<file path="src/rtl/lcd_timing_pattern_gen.sv">
// LCD raster timing generator with built-in test patterns (bars, ramp, checker, scrolling XOR, border).
// Latency 1 clk counters->outputs; no backpressure, en=0 parks the raster at (0,0) with blanked outputs.
module lcd_timing_pattern_gen #(
    parameter int H_ACTIVE   = 1366,
    parameter int H_FP       = 48,
    parameter int H_SYNC     = 32,
    parameter int H_BP       = 89,
    parameter int V_ACTIVE   = 768,
    parameter int V_FP       = 3,
    parameter int V_SYNC     = 5,
    parameter int V_BP       = 4,
    parameter bit SYNC_POL   = 1'b0,
    parameter int COLOR_BITS = 6,
    parameter int CNT_W      = 12,
    parameter int CHECK_LOG2 = 5
) (
    input  logic                      clk,
    input  logic                      rst,
    input  logic                      en,
    input  logic [2:0]                pattern_sel,
    output logic                      hsync,
    output logic                      vsync,
    output logic                      de,
    output logic [COLOR_BITS-1:0]     red,
    output logic [COLOR_BITS-1:0]     green,
    output logic [COLOR_BITS-1:0]     blue,
    output logic [CNT_W-1:0]          pos_x,
    output logic [CNT_W-1:0]          pos_y,
    output logic [7:0]                frame_cnt,
    output logic                      frame_start,
    output logic [3*COLOR_BITS+2:0]   video_data
);

    localparam int H_TOTAL = H_ACTIVE + H_FP + H_SYNC + H_BP;
    localparam int V_TOTAL = V_ACTIVE + V_FP + V_SYNC + V_BP;
    localparam int BAR_W   = H_ACTIVE / 8;

    localparam logic [CNT_W-1:0] H_ACT_C      = CNT_W'(H_ACTIVE);
    localparam logic [CNT_W-1:0] H_ACT_LAST_C = CNT_W'(H_ACTIVE - 1);
    localparam logic [CNT_W-1:0] H_SS_C       = CNT_W'(H_ACTIVE + H_FP);
    localparam logic [CNT_W-1:0] H_SE_C       = CNT_W'(H_ACTIVE + H_FP + H_SYNC);
    localparam logic [CNT_W-1:0] H_LAST_C     = CNT_W'(H_TOTAL - 1);
    localparam logic [CNT_W-1:0] V_ACT_C      = CNT_W'(V_ACTIVE);
    localparam logic [CNT_W-1:0] V_ACT_LAST_C = CNT_W'(V_ACTIVE - 1);
    localparam logic [CNT_W-1:0] V_SS_C       = CNT_W'(V_ACTIVE + V_FP);
    localparam logic [CNT_W-1:0] V_SE_C       = CNT_W'(V_ACTIVE + V_FP + V_SYNC);
    localparam logic [CNT_W-1:0] V_LAST_C     = CNT_W'(V_TOTAL - 1);

    localparam logic SYNC_ACT  = SYNC_POL;
    localparam logic SYNC_IDLE = ~SYNC_POL;

    localparam logic [COLOR_BITS-1:0] ONES = {COLOR_BITS{1'b1}};

    localparam logic [2:0] PAT_SOLID  = 3'd0;
    localparam logic [2:0] PAT_BARS   = 3'd1;
    localparam logic [2:0] PAT_RAMP   = 3'd2;
    localparam logic [2:0] PAT_CHECK  = 3'd3;
    localparam logic [2:0] PAT_XOR    = 3'd4;
    localparam logic [2:0] PAT_BORDER = 3'd5;

    logic [CNT_W-1:0] h;
    logic [CNT_W-1:0] v;
    logic             h_last;
    logic             v_last;
    logic             at_origin;
    logic             frame_wrap;

    assign h_last     = (h == H_LAST_C);
    assign v_last     = (v == V_LAST_C);
    assign at_origin  = (h == '0) && (v == '0);
    assign frame_wrap = en && h_last && v_last;

    always_ff @(posedge clk or posedge rst) begin
        if (rst) begin
            h <= '0;
            v <= '0;
        end else if (!en) begin
            h <= '0;
            v <= '0;
        end else if (h_last) begin
            h <= '0;
            v <= v_last ? '0 : v + 1'b1;
        end else begin
            h <= h + 1'b1;
        end
    end

    // Pattern is sampled only at the raster origin so a frame never mixes two patterns.
    logic [2:0] pat_q;
    logic [2:0] pat_cur;
    logic [5:0] scroll;

    assign pat_cur = at_origin ? pattern_sel : pat_q;

    always_ff @(posedge clk or posedge rst) begin
        if (rst) begin
            pat_q     <= PAT_SOLID;
            scroll    <= '0;
            frame_cnt <= '0;
        end else begin
            if (at_origin) begin
                pat_q <= pattern_sel;
            end
            if (frame_wrap) begin
                scroll    <= scroll - 1'b1;
                frame_cnt <= frame_cnt + 1'b1;
            end
        end
    end

    logic de_c;
    logic hs_act;
    logic vs_act;

    assign de_c   = (h < H_ACT_C) && (v < V_ACT_C);
    assign hs_act = (h >= H_SS_C) && (h < H_SE_C);
    assign vs_act = (v >= V_SS_C) && (v < V_SE_C);

    // Bar index 8 marks the leftover pixels right of the last full bar.
    logic [3:0] bar_idx;
    logic [2:0] bar_rgb;

    always_comb begin
        bar_idx = 4'd8;
        for (int k = 7; k >= 0; k--) begin
            if (h < CNT_W'((k + 1) * BAR_W)) begin
                bar_idx = 4'(k);
            end
        end
    end

    always_comb begin
        case (bar_idx)
            4'd0:    bar_rgb = 3'b111;
            4'd1:    bar_rgb = 3'b110;
            4'd2:    bar_rgb = 3'b011;
            4'd3:    bar_rgb = 3'b010;
            4'd4:    bar_rgb = 3'b101;
            4'd5:    bar_rgb = 3'b100;
            4'd6:    bar_rgb = 3'b001;
            default: bar_rgb = 3'b000;
        endcase
    end

    logic [5:0] xor_a;
    logic [5:0] xor_b;
    logic [5:0] xor_p;
    logic [7:0] xor_p2;
    logic [7:0] xor_p3;
    logic [7:0] xor_p4;

    always_comb begin
        xor_a  = h[5:0] + scroll;
        xor_b  = v[5:0] + scroll;
        xor_p  = xor_a ^ xor_b;
        xor_p2 = {1'b0, xor_p, 1'b0};
        xor_p4 = {xor_p, 2'b00};
        xor_p3 = {2'b00, xor_p} + {1'b0, xor_p, 1'b0};
    end

    logic                  border;
    logic [COLOR_BITS-1:0] r_c;
    logic [COLOR_BITS-1:0] g_c;
    logic [COLOR_BITS-1:0] b_c;

    assign border = (h == '0) || (h == H_ACT_LAST_C) || (v == '0) || (v == V_ACT_LAST_C);

    always_comb begin
        r_c = '0;
        g_c = '0;
        b_c = '0;
        case (pat_cur)
            PAT_SOLID: begin
                r_c = ONES;
            end
            PAT_BARS: begin
                r_c = bar_rgb[2] ? ONES : '0;
                g_c = bar_rgb[1] ? ONES : '0;
                b_c = bar_rgb[0] ? ONES : '0;
            end
            PAT_RAMP: begin
                r_c = h[COLOR_BITS-1:0];
                g_c = h[COLOR_BITS-1:0];
                b_c = h[COLOR_BITS-1:0];
            end
            PAT_CHECK: begin
                if (h[CHECK_LOG2] ^ v[CHECK_LOG2]) begin
                    r_c = ONES;
                    g_c = ONES;
                    b_c = ONES;
                end
            end
            PAT_XOR: begin
                r_c = COLOR_BITS'(xor_p2);
                g_c = COLOR_BITS'(xor_p4);
                b_c = COLOR_BITS'(xor_p3);
            end
            PAT_BORDER: begin
                r_c = border ? ONES : '0;
            end
            default: begin
                r_c = '0;
            end
        endcase
    end

    always_ff @(posedge clk or posedge rst) begin
        if (rst) begin
            de          <= 1'b0;
            hsync       <= SYNC_IDLE;
            vsync       <= SYNC_IDLE;
            red         <= '0;
            green       <= '0;
            blue        <= '0;
            pos_x       <= '0;
            pos_y       <= '0;
            frame_start <= 1'b0;
        end else if (!en) begin
            de          <= 1'b0;
            hsync       <= SYNC_IDLE;
            vsync       <= SYNC_IDLE;
            red         <= '0;
            green       <= '0;
            blue        <= '0;
            pos_x       <= '0;
            pos_y       <= '0;
            frame_start <= 1'b0;
        end else begin
            de          <= de_c;
            hsync       <= hs_act ? SYNC_ACT : SYNC_IDLE;
            vsync       <= vs_act ? SYNC_ACT : SYNC_IDLE;
            red         <= de_c ? r_c : '0;
            green       <= de_c ? g_c : '0;
            blue        <= de_c ? b_c : '0;
            pos_x       <= h;
            pos_y       <= v;
            frame_start <= at_origin;
        end
    end

    assign video_data = {de, vsync, hsync, blue, green, red};

endmodule

</file>
<file path="config.mk">
export PLATFORM = sky130hd
export DESIGN_NAME = lcd_timing_pattern_gen
export DESIGN_NICKNAME = d
export VERILOG_FILES = /design/src/rtl/lcd_timing_pattern_gen.sv
export SDC_FILE = /design/constraint.sdc
export NUM_CORES = 1
export LEC_CHECK = 0
export BUFFER_PORTS_ARGS = -buffer_cell sky130_fd_sc_hd__clkbuf_2
export CAP_MARGIN = 30
export CORE_ASPECT_RATIO = 0.5
export CORE_UTILIZATION = 60
export CTS_CLUSTER_SIZE = 25
export DETAILED_ROUTE_END_ITERATION = 8
export GPL_TIMING_DRIVEN = 0
export PLACE_DENSITY_LB_ADDON = 0.15
export SYNTH_ARGS = -nofsm -noshare
export SYNTH_HDL_FRONTEND = slang
export SYNTH_SLANG_ARGS = --single-unit
</file>
<file path="constraint.sdc">
create_clock -name clk -period 9.5 [get_ports clk]
set_input_delay 0.95 -clock clk [delete_from_list [all_inputs] [get_ports clk]]
set_output_delay 0.95 -clock clk [all_outputs]
set_load 0.02 [all_outputs]
</file>
### Yosys cells after proc, flatten, opt, wreduce, memory -nomap -nowiden

Cells that the tools add are included.

* add/subtract/negate cells: 7
* magnitude comparators: 14
* equality and inequality tests: 16
* muxes and demuxes: 37
* bitwise logic cells: 2
* reduce and logical (&&, ||, !) cells: 13

Operator list (count)
* 12-bit two-way mux: 7
* 6-bit two-way mux: 11
* 12-bit by 10-bit less-than comparator with 1-bit output, second input constant: 5
* 12-bit by 11-bit less-than comparator with 1-bit output, second input constant: 4
* 6-bit case mux with 4 select lines: 2
* 6-bit case mux with 6 select lines: 1
* 4-bit two-way mux: 8
* 12-bit by 1-bit adder with 12-bit output, second input constant: 2
* 12-bit by 10-bit == test with 1-bit output, second input constant: 2
* 12-bit by 11-bit == test with 1-bit output, second input constant: 2
* 12-bit logical NOT: 2
* 12-bit by 9-bit less-than comparator with 1-bit output, second input constant: 2
* 3-bit case mux with 7 select lines: 1
* 6-bit adder: 3
* 4-bit by 3-bit == test with 1-bit output, second input constant: 3
* 12-bit by 10-bit greater-or-equal comparator with 1-bit output, second input constant: 1
* 12-bit by 11-bit greater-or-equal comparator with 1-bit output, second input constant: 1
* 12-bit by 8-bit less-than comparator with 1-bit output, second input constant: 1
* 8-bit by 1-bit adder with 8-bit output, second input constant: 1
* 4-bit by 2-bit == test with 1-bit output, second input constant: 2
* 3-bit by 2-bit == test with 1-bit output, second input constant: 2
* 3-bit == test, second input constant: 2
* 1-bit logical AND: 6
* 1-bit two-way mux: 6
* other kinds (10): 12

* register bits after elaboration: 87
* input bits: 6
* output and inout bits: 75
* logic and storage cells: 103

### Depth between registers and ports, before layout

Gate-level depths: netlist (run 1).

* depth in word-level cells: 15
* gate-level depth with buffers: 13
* mapped depth without buffers: 13

### Worst setup path before layout (run 1)

OpenSTA, ideal clock, no wires.

* path type: register to register
* from: register h[0]
* to: register blue[5]
* setup time: 0.082 ns
* arrival time: 2.888 ns
* required time: 9.418 ns
* setup slack: 6.530 ns
* cell stages (with the launch flop): 13
* buffers on the path: 0
* clock period less this slack: 2.970 ns
* cells stage by stage: dfrtp_1 > ha_1 > fa_1 > xor2_1 > xnor2_1 > ha_1 > a21o_1 > a21oi_1 > xnor2_1 > xnor2_1 > xnor2_1 > nand2_1 > a31oi_1

* cells in the longest elaborated chain, start to end: 15
* elaborated cells between the ends (all ways): 40
* those cells by class: add/sub (2); order compare (9); eq/ne (10); mux (14); bitwise (1); reduce/logical (4)

Ends and longest elaborated chain
* from (decl): RTL line 61 `logic [CNT_W-1:0] h;`
* from (signal assigned): RTL line 84 `h <= h + 1'b1;`
* 12-bit by 11-bit less-than comparator with 1-bit output: RTL line 126 `if (h < CNT_W'((k + 1) * BAR_W)) begin`
* 4-bit two-way mux (8 in a row): RTL line 126
* 4-bit by 3-bit == test with 1-bit output, or another cell as far along: RTL line 133 `case (bar_idx)`
* 3-bit case mux with 7 select lines: RTL line 133
* 6-bit two-way mux: RTL line 179 `b_c = bar_rgb[0] ? ONES : '0;`
* 6-bit case mux with 4 select lines: RTL line 172 `case (pat_cur)`
* 6-bit two-way mux *: RTL line 234 `blue <= de_c ? b_c : '0;`
* 6-bit two-way mux *: RTL line 218 `end else if (!en) begin`
* to (signal assigned): RTL line 234
* to (decl): RTL line 26 `output logic [COLOR_BITS-1:0] blue,`

Every way passes the cells marked *; elsewhere a longest branch is shown, timed or not.
A chain may end at the register's enable or synchronous reset.

### Final worst setup path (run 1)

Same ends and word-level chain as after synthesis.

==> results of run 1 <==
[layer usage]
layer | routed length [um] | share of wire | global-route usage | vias up
met3 | 836 | 0.075 | 0.0700 | 18
met5 | 0 | 0 | 0 | -
li1 | - | - | - | 1830
met2 | 4910 | 0.44 | 0.444 | 180
met1 | 5170 | 0.47 | 0.394 | 1868
met4 | 160 | 0.014 | 0.0956 | 0
[power by group through the flow]
stage / clock (mW) / sequential [mW] / combinational (mW)
after global placement: 0 / 0.397 / 0.156
after CTS: 0.357 / 0.391 / 0.160
after floorplan: 0 / 0.410 / 0.102
after global routing: 0.372 / 0.392 / 0.177
final: 0.354 / 0.391 / 0.161
after detailed placement: 0 / 0.397 / 0.159
[worst paths after layout]
kind	start	endpoint	slack, ns
min reg2reg	frame_cnt[7]	frame_cnt[7]	0.47
min in group asynchronous	rst	pos_y[7]	0.63
max reg2reg	h[0]	blue[5]	6.05
max	h[0]	blue[5]	6.05
max in group asynchronous	rst	hsync	8.22
min	frame_cnt[7]	frame_cnt[7]	0.47
[cell usage after synthesis, types with 2 or more instances]
| cell type | instances | area, sq um |
|---|---|---|
| nand2b_1 | 3 | 18.8 |
| fa_1 | 3 | 60.1 |
| nor2_1 | 27 | 101 |
| or4_2 | 2 | 17.5 |
| and4bb_2 | 2 | 25.0 |
| a21oi_1 | 26 | 130 |
| buf_6 | 4 | 45.0 |
| o211ai_1 | 2 | 15.0 |
| inv_1 | 10 | 37.5 |
| a31oi_1 | 14 | 87.6 |
| a21o_1 | 6 | 45.0 |
| and4_1 | 3 | 26.3 |
| nor3_1 | 8 | 40.0 |
| mux2i_1 | 2 | 20.0 |
| and3_2 | 2 | 15.0 |
| xnor2_1 | 24 | 210 |
| and2_1 | 22 | 138 |
| dfstp_2 | 2 | 52.6 |
| buf_2 | 2 | 10.0 |
| o31ai_1 | 3 | 22.5 |
| clkbuf_1 | 15 | 56.3 |
| nor2b_1 | 3 | 18.8 |
| a21bo_2 | 4 | 40.0 |
| o21ai_0 | 28 | 140 |
| nand2_1 | 36 | 135 |
| o21a_1 | 14 | 105 |
| mux2_2 | 2 | 22.5 |
| buf_4 | 23 | 173 |
| nor4_4 | 2 | 42.5 |
| ha_1 | 22 | 275 |
| and3_1 | 8 | 50.1 |
| nand4_1 | 6 | 37.5 |
| dfrtp_1 | 84 | 2100 |
| nand3_1 | 17 | 85.1 |
| xor2_1 | 15 | 131 |
[flip-flops by register name, indices dropped and copies added, names as in the netlist]
name         flops
frame_cnt        8
red              6
v               12
green            6
h               12
vsync            1
scroll           5
pos_x           12
pos_y           12
de               1
hsync            1
pat_q            3
frame_start      1
blue             6
[per-stage QoR]
| stage | instances | setup WS [ns] | power, mW | util |
|---|---|---|---|---|
| detailed placement | 666 | 6.10 | 0.557 | 0.717 |
| global route | 679 | 5.75 | 0.941 | 0.756 |
| CTS | 679 | 6.06 | 0.908 | 0.756 |
| finish | 679 | 6.05 | 0.905 | 0.756 |
| global placement | 665 | 5.47 | 0.552 | 0.713 |
| floorplan | 477 | 6.33 | 0.512 | - |
[cell type report]
class,instances,area [sq um]
Clock buffer,11,233
Timing Repair Buffer,81,428
Sequential cell,86,2150
Inverter,11,43.8
Buffer,45,299
Multi-Input combinational cell,335,2370
Clock inverter,2,60.1
Fill cell,550,1850
Tap cell,108,135
[cells by family after synthesis]
kind of cell / after synthesis
AND/OR/NAND/NOR: 155
adder cells (fa/ha/maj): 25
multiplexers: 5
AO/OA/AOI/OAI: 110
flip-flops: 86
XOR/XNOR: 40
buffers and inverters: 56
[worst max-delay path: cells and delay by family, from the launching register on]
| family | cells | cell delay [ns] |
|---|---|---|
| XOR/XNOR | 5 | 1.21 |
| AO/OA/AOI/OAI | 3 | 0.52 |
| AND/OR/NAND/NOR | 1 | 0.07 |
| flip-flops | 1 | 0.48 |
| adder cells (fa/ha/maj) | 3 | 1.09 |
==> impl_metrics.env, run 1 <==
export IMPL_status="complete, no violations"
export IMPL_fp_dieH_um=65.6
export IMPL_cts_max_level=3
export IMPL_synth_edff_count=0
export IMPL_syn_inst=477
export IMPL_postPlaceCellArea_sq_mm=0.00543
export IMPL_setup_tns_ns=0
export IMPL_ant_nets=0
export IMPL_synth_seq_cells=86
export IMPL_yosysWarnings=0
export IMPL_p_sw_uw=235
export IMPL_hold_path_class="reg -> reg"
export IMPL_ir_drop_v=0.0000964
export IMPL_cts_path_max_buffers=2
export IMPL_path_class="reg -> reg"
export IMPL_layout_common_cells="dfrtp_1 (84), clkbuf_2 (80), nand2_1 (36)"
export IMPL_synth_fa_ha_area_frac=0.0690
export IMPL_final_nets=600
export IMPL_setup_viol=0
export IMPL_wl_um=11100
export IMPL_synth_xor_area_frac=0.0749
export IMPL_grt_total_usage=0.286
export IMPL_finalHoldViolCount=0
export IMPL_final_max_slew_viol_count=0
export IMPL_sw_frac_of_total=0.259
export IMPL_clkSlewWorstSetupHoldPaths_ns=0.06
export IMPL_cts_made_buffers=9
export IMPL_vias=3896
export IMPL_grt_pass1_wl_um=17900
export IMPL_hold_path_cell_count=1
export IMPL_worst_pin_slew_ns=0.687
export IMPL_cp_common_cell="xnor2_1"
export IMPL_hpwl_um=8150
export IMPL_io_pins=81
export IMPL_ys_flop_type="dfrtp_1"
export IMPL_grt_overflow_total=0
export IMPL_post_cts_buffers=0
export IMPL_cts_sinks=86
export IMPL_crit_slowest_cell="xnor2_1"
export IMPL_p_int_uw=670
export IMPL_power_frac_seq=0.432
export IMPL_die_area_sq_mm=0.00849
export IMPL_gp_congestion=0.917
export IMPL_yosys_area_share_simple=0.185
export IMPL_row_count=22
export IMPL_p_per_area_mw_per_mm2=158
export IMPL_io_buffers=80
export IMPL_cap_viol_max_count=0
export IMPL_antennaDiodeCount=0
export IMPL_drive_gt1_frac=0.263
export IMPL_wire_per_inst_um=16.3
export IMPL_min_period_ns=3.45
export IMPL_synth_compound_area_frac=0.146
export IMPL_max_freq_mhz=290
export IMPL_synth_seq_area_share=0.443
export IMPL_dr_pass1_iters=4
export IMPL_reg2reg_depth=12
export IMPL_syn_nets=508
export IMPL_p_clk_frac=0.391
export IMPL_fin_area_sq_mm=0.00572
export IMPL_ys_types=66
export IMPL_hold_ws_ns=0.475
export IMPL_cts_hold_buf=0
export IMPL_cts_root_buf="clkbuf_16"
export IMPL_synth_top_family_by_area="simple AND/OR/NAND/NOR gates"
export IMPL_synth_area_mux_share=0.0118
export IMPL_path_cells="ha_1, fa_1, xor2_1, xnor2_1, ha_1, a21o_1, a21oi_1, xnor2_1, xnor2_1, xnor2_1, nand2_1, a31oi_1"
export IMPL_drt_iter0_drc=323
export IMPL_finalCritPeriodShare=0.363
export IMPL_cts_resized_gates=0
export IMPL_grt_max_degree=52
export IMPL_critPathMaxFanout=7
export IMPL_rsz0062_at_grt="no"
export IMPL_fin_skew_ns=0.00472
export IMPL_clk_latency_ns=0.33
export IMPL_endpoint_kind="flip-flop"
export IMPL_antenna_found_initial=0
export IMPL_final_common_cell="dfrtp_1"
export IMPL_startpoint_type="flip-flop"
export IMPL_critPathArrivalTime_ns=3.70
export IMPL_cts_tree="built"
export IMPL_crit_required_ns=9.75
export IMPL_max_stage_delay_ns=0.54
export IMPL_p_leak_nw=2.89
export IMPL_core_area_sq_mm=0.00757
export IMPL_start_util=0.642
export IMPL_grt_pass1_vias=3600
export IMPL_p_comb_frac=0.177
export IMPL_avgViaCountPerCell=5.74
export IMPL_max_slew_margin_rel=0.538
export IMPL_drc=0
export IMPL_synth_area_sq_mm=0.00486
export IMPL_die_w_um=129
export IMPL_synthArstFlopShare=1.00
export IMPL_area_growth_pct=17.7
export IMPL_syn_area_per_cell_sq_um=10.2
Power figures use the tool's default switching activity.
==> inputs of run 2 (changes only) <==
--- a/config.mk
+++ b/config.mk
@@ -8,7 +8,7 @@
 export BUFFER_PORTS_ARGS = -buffer_cell sky130_fd_sc_hd__clkbuf_2
 export CAP_MARGIN = 30
 export CORE_ASPECT_RATIO = 0.5
-export CORE_UTILIZATION = 60
+export CORE_UTILIZATION = 51
 export CTS_CLUSTER_SIZE = 25
 export DETAILED_ROUTE_END_ITERATION = 8
 export GPL_TIMING_DRIVEN = 0
==> constraint.sdc (replaced) <==
create_clock -name clk -period 3.15 [get_ports clk]
set_input_delay 0.315 -clock clk [delete_from_list [all_inputs] [get_ports clk]]
set_output_delay 0.315 -clock clk [all_outputs]
set_load 0.02 [all_outputs]
==> run 2 against run 1 <==
Compared with the run above:
- the run now ends with negative hold slack left
- sequential cell count is the same
- clock power increased to 3.0 times the previous value
- critical path depth unchanged
- count of clock-buffer cells in the layout increased by 2
- core utilization down 9.6 points
- fmax up 11%
- power rose to 3.1 times the previous value
- combinational power rose to 3.2 times the previous value
- clock skew up 0.00059 ns
- sequential share of layout area is 1.2 points lower
==> impl_metrics.env, run 2 (same netlist as run 1, synthesis figures left out) <==
export IMPL_finalHoldViolCount=13
export IMPL_placed_cells=675
export IMPL_p_per_area_mw_per_mm2=467
export IMPL_cts_root_buf="clkbuf_16"
export IMPL_path_class="reg -> reg"
export IMPL_crit_required_ns=3.41
export IMPL_core_area_sq_mm=0.00898
export IMPL_cap_viol_max_count=0
export IMPL_postPlaceCellArea_sq_mm=0.00544
export IMPL_p_leak_nw=2.95
export IMPL_drc=0
export IMPL_endpoint_kind="flip-flop"
export IMPL_hold_ws_ns=-0.0146
export IMPL_status="finished, violations left"
export IMPL_clkSlewWorstSetupHoldPaths_ns=0.06
export IMPL_fin_area_sq_mm=0.00593
export IMPL_die_w_um=140
export IMPL_layout_common_cells="clkbuf_2 (81), dfrtp_1 (79), nand2_1 (36)"
export IMPL_wire_per_inst_um=15.8
export IMPL_place_ws_ns=-0.210
export IMPL_cts_path_max_buffers=2
export IMPL_cts_sinks=86
export IMPL_cts_tree="built"
export IMPL_grt_pass1_wl_um=17900
export IMPL_critPathArrivalTime_ns=3.37
export IMPL_grt_max_degree=52
export IMPL_setup_viol=0
export IMPL_start_util=0.541
export IMPL_grt_overflow_total=0
export IMPL_hold_path_class="in -> async"
export IMPL_seqCellArea_sq_mm=0.00216
export IMPL_startpoint_type="flip-flop"
export IMPL_ir_drop_v=0.000329
export IMPL_io_buffers=80
export IMPL_final_common_cell="clkbuf_2"
export IMPL_finalCritPeriodShare=0.987
export IMPL_io_pins=81
export IMPL_drt_iter0_drc=208
export IMPL_final_nets=606
export IMPL_fin_cells=697
export IMPL_max_slew_margin_rel=0.552
export IMPL_clk_latency_ns=0.34
export IMPL_rsz0062_at_grt="yes"
export IMPL_violations="negative hold slack"
export IMPL_r2r_start="h[0]"
export IMPL_reg2reg_depth=12
export IMPL_wl_um=11000
export IMPL_fp_dieH_um=71.0
export IMPL_setup_tns_ns=0
export IMPL_fill_cells=722
export IMPL_max_freq_mhz=322
export IMPL_final_max_slew_viol_count=0
export IMPL_row_count=24
export IMPL_min_period_ns=3.11
export IMPL_ant_nets=0
export IMPL_worst_pin_slew_ns=0.656
export IMPL_avgViaCountPerCell=5.50
export IMPL_die_area_sq_mm=0.00995
export IMPL_vias=3833
export IMPL_gp_congestion=0.901
export IMPL_layout_setup_ws_ns=0.0397
export IMPL_cts_made_buffers=9
export IMPL_cts_max_level=3
export IMPL_antenna_found_initial=0
export IMPL_critPathMaxFanout=6
export IMPL_cts_hold_buf=0
export IMPL_dr_pass1_iters=5
export IMPL_multi_input_area_sq_mm=0.00250
export IMPL_grt_pass1_vias=3563
export IMPL_grt_total_usage=0.233
export IMPL_antennaDiodeCount=0
export IMPL_fin_skew_ns=0.00531
export IMPL_r2r_setup_slack_ns=0.04
export IMPL_hpwl_um=7880
export IMPL_drive_gt1_frac=0.317
export IMPL_worstReg2RegEnd="blue[5]"
export IMPL_area_growth_pct=21.9
## run 2: changes by cell type in the layout (fill, tap and decap cells not counted), moves of 3 or more
cell and change:
a21oi_2 +3, buf_4 +6, fa_2 +3, dfrtp_2 +5, fa_1 -3, ha_4 +3, a21oi_1 -3, xnor2_1 -3
ha_1 -4, dfrtp_1 -5
## run 2: how the worst max path moves through the flow
stage | slack [ns] | start | cells after the start | endpoint
floorplan | 0.18 | h[0] | 12 | blue[5]
global placement | -0.36 | rst | 2 | blue[4]
detailed placement | -0.21 | h[0] | 12 | blue[5]
CTS | -0.07 | v[0] | 12 | blue[5]
global route | -0.11 | h[0] | 12 | blue[5]
finish | 0.04 | h[0] | 12 | blue[5]
## run 2: critical path: stages, from the launching register on
cell     delay (ns)
dfrtp_2        0.47
ha_4           0.19
fa_2           0.51
xor2_4         0.23
ha_2           0.21
fa_2           0.35
a21o_1         0.19
a21oi_2        0.17
xnor2_1        0.16
xnor2_1        0.16
xnor2_1        0.16
nand2_1        0.08
a31oi_1        0.14
## run 2: timing repair
item                                    4_1_cts  5_1_grt
endpoints found under the setup margin       10       18
pin swaps                                     0       10
setup buffers                                 0        6
resized for setup                             6       26
## run 2: cell type report
| class | count | area share |
|---|---|---|
| tap | 117 | 0.0247 |
| inverter | 11 | 0.00739 |
| clock inverter | 3 | 0.00739 |
| multi-input combinational | 335 | 0.421 |
| sequential | 86 | 0.365 |
| clock buffer | 13 | 0.0439 |
| buffer | 45 | 0.0507 |
| timing repair buffer | 87 | 0.0798 |
## run 2: where the power goes
part / internal, mW / total, mW / switching, mW
combinational: 0.209 / 0.511 / 0.302
clock: 0.658 / 1.07 / 0.417
sequential: 1.15 / 1.18 / 0.0315
total: 2.02 / 2.77 / 0.750
## run 2: metal layers
metal / GRT usage / up-vias / share of wire
met5: 0 / - / 0
met4: 0.0659 / 0 / 0.012
met3: 0.0582 / 20 / 0.068
met2: 0.349 / 140 / 0.43
met1: 0.335 / 1817 / 0.49
li1: - / 1856 / -
## run 2: per-stage QoR
step / util / total power, mW
floorplan: - / 1.54
global placement: 0.602 / 1.67
detailed placement: 0.606 / 1.68
CTS: 0.641 / 2.76
global route: 0.660 / 2.88
finish: 0.660 / 2.77
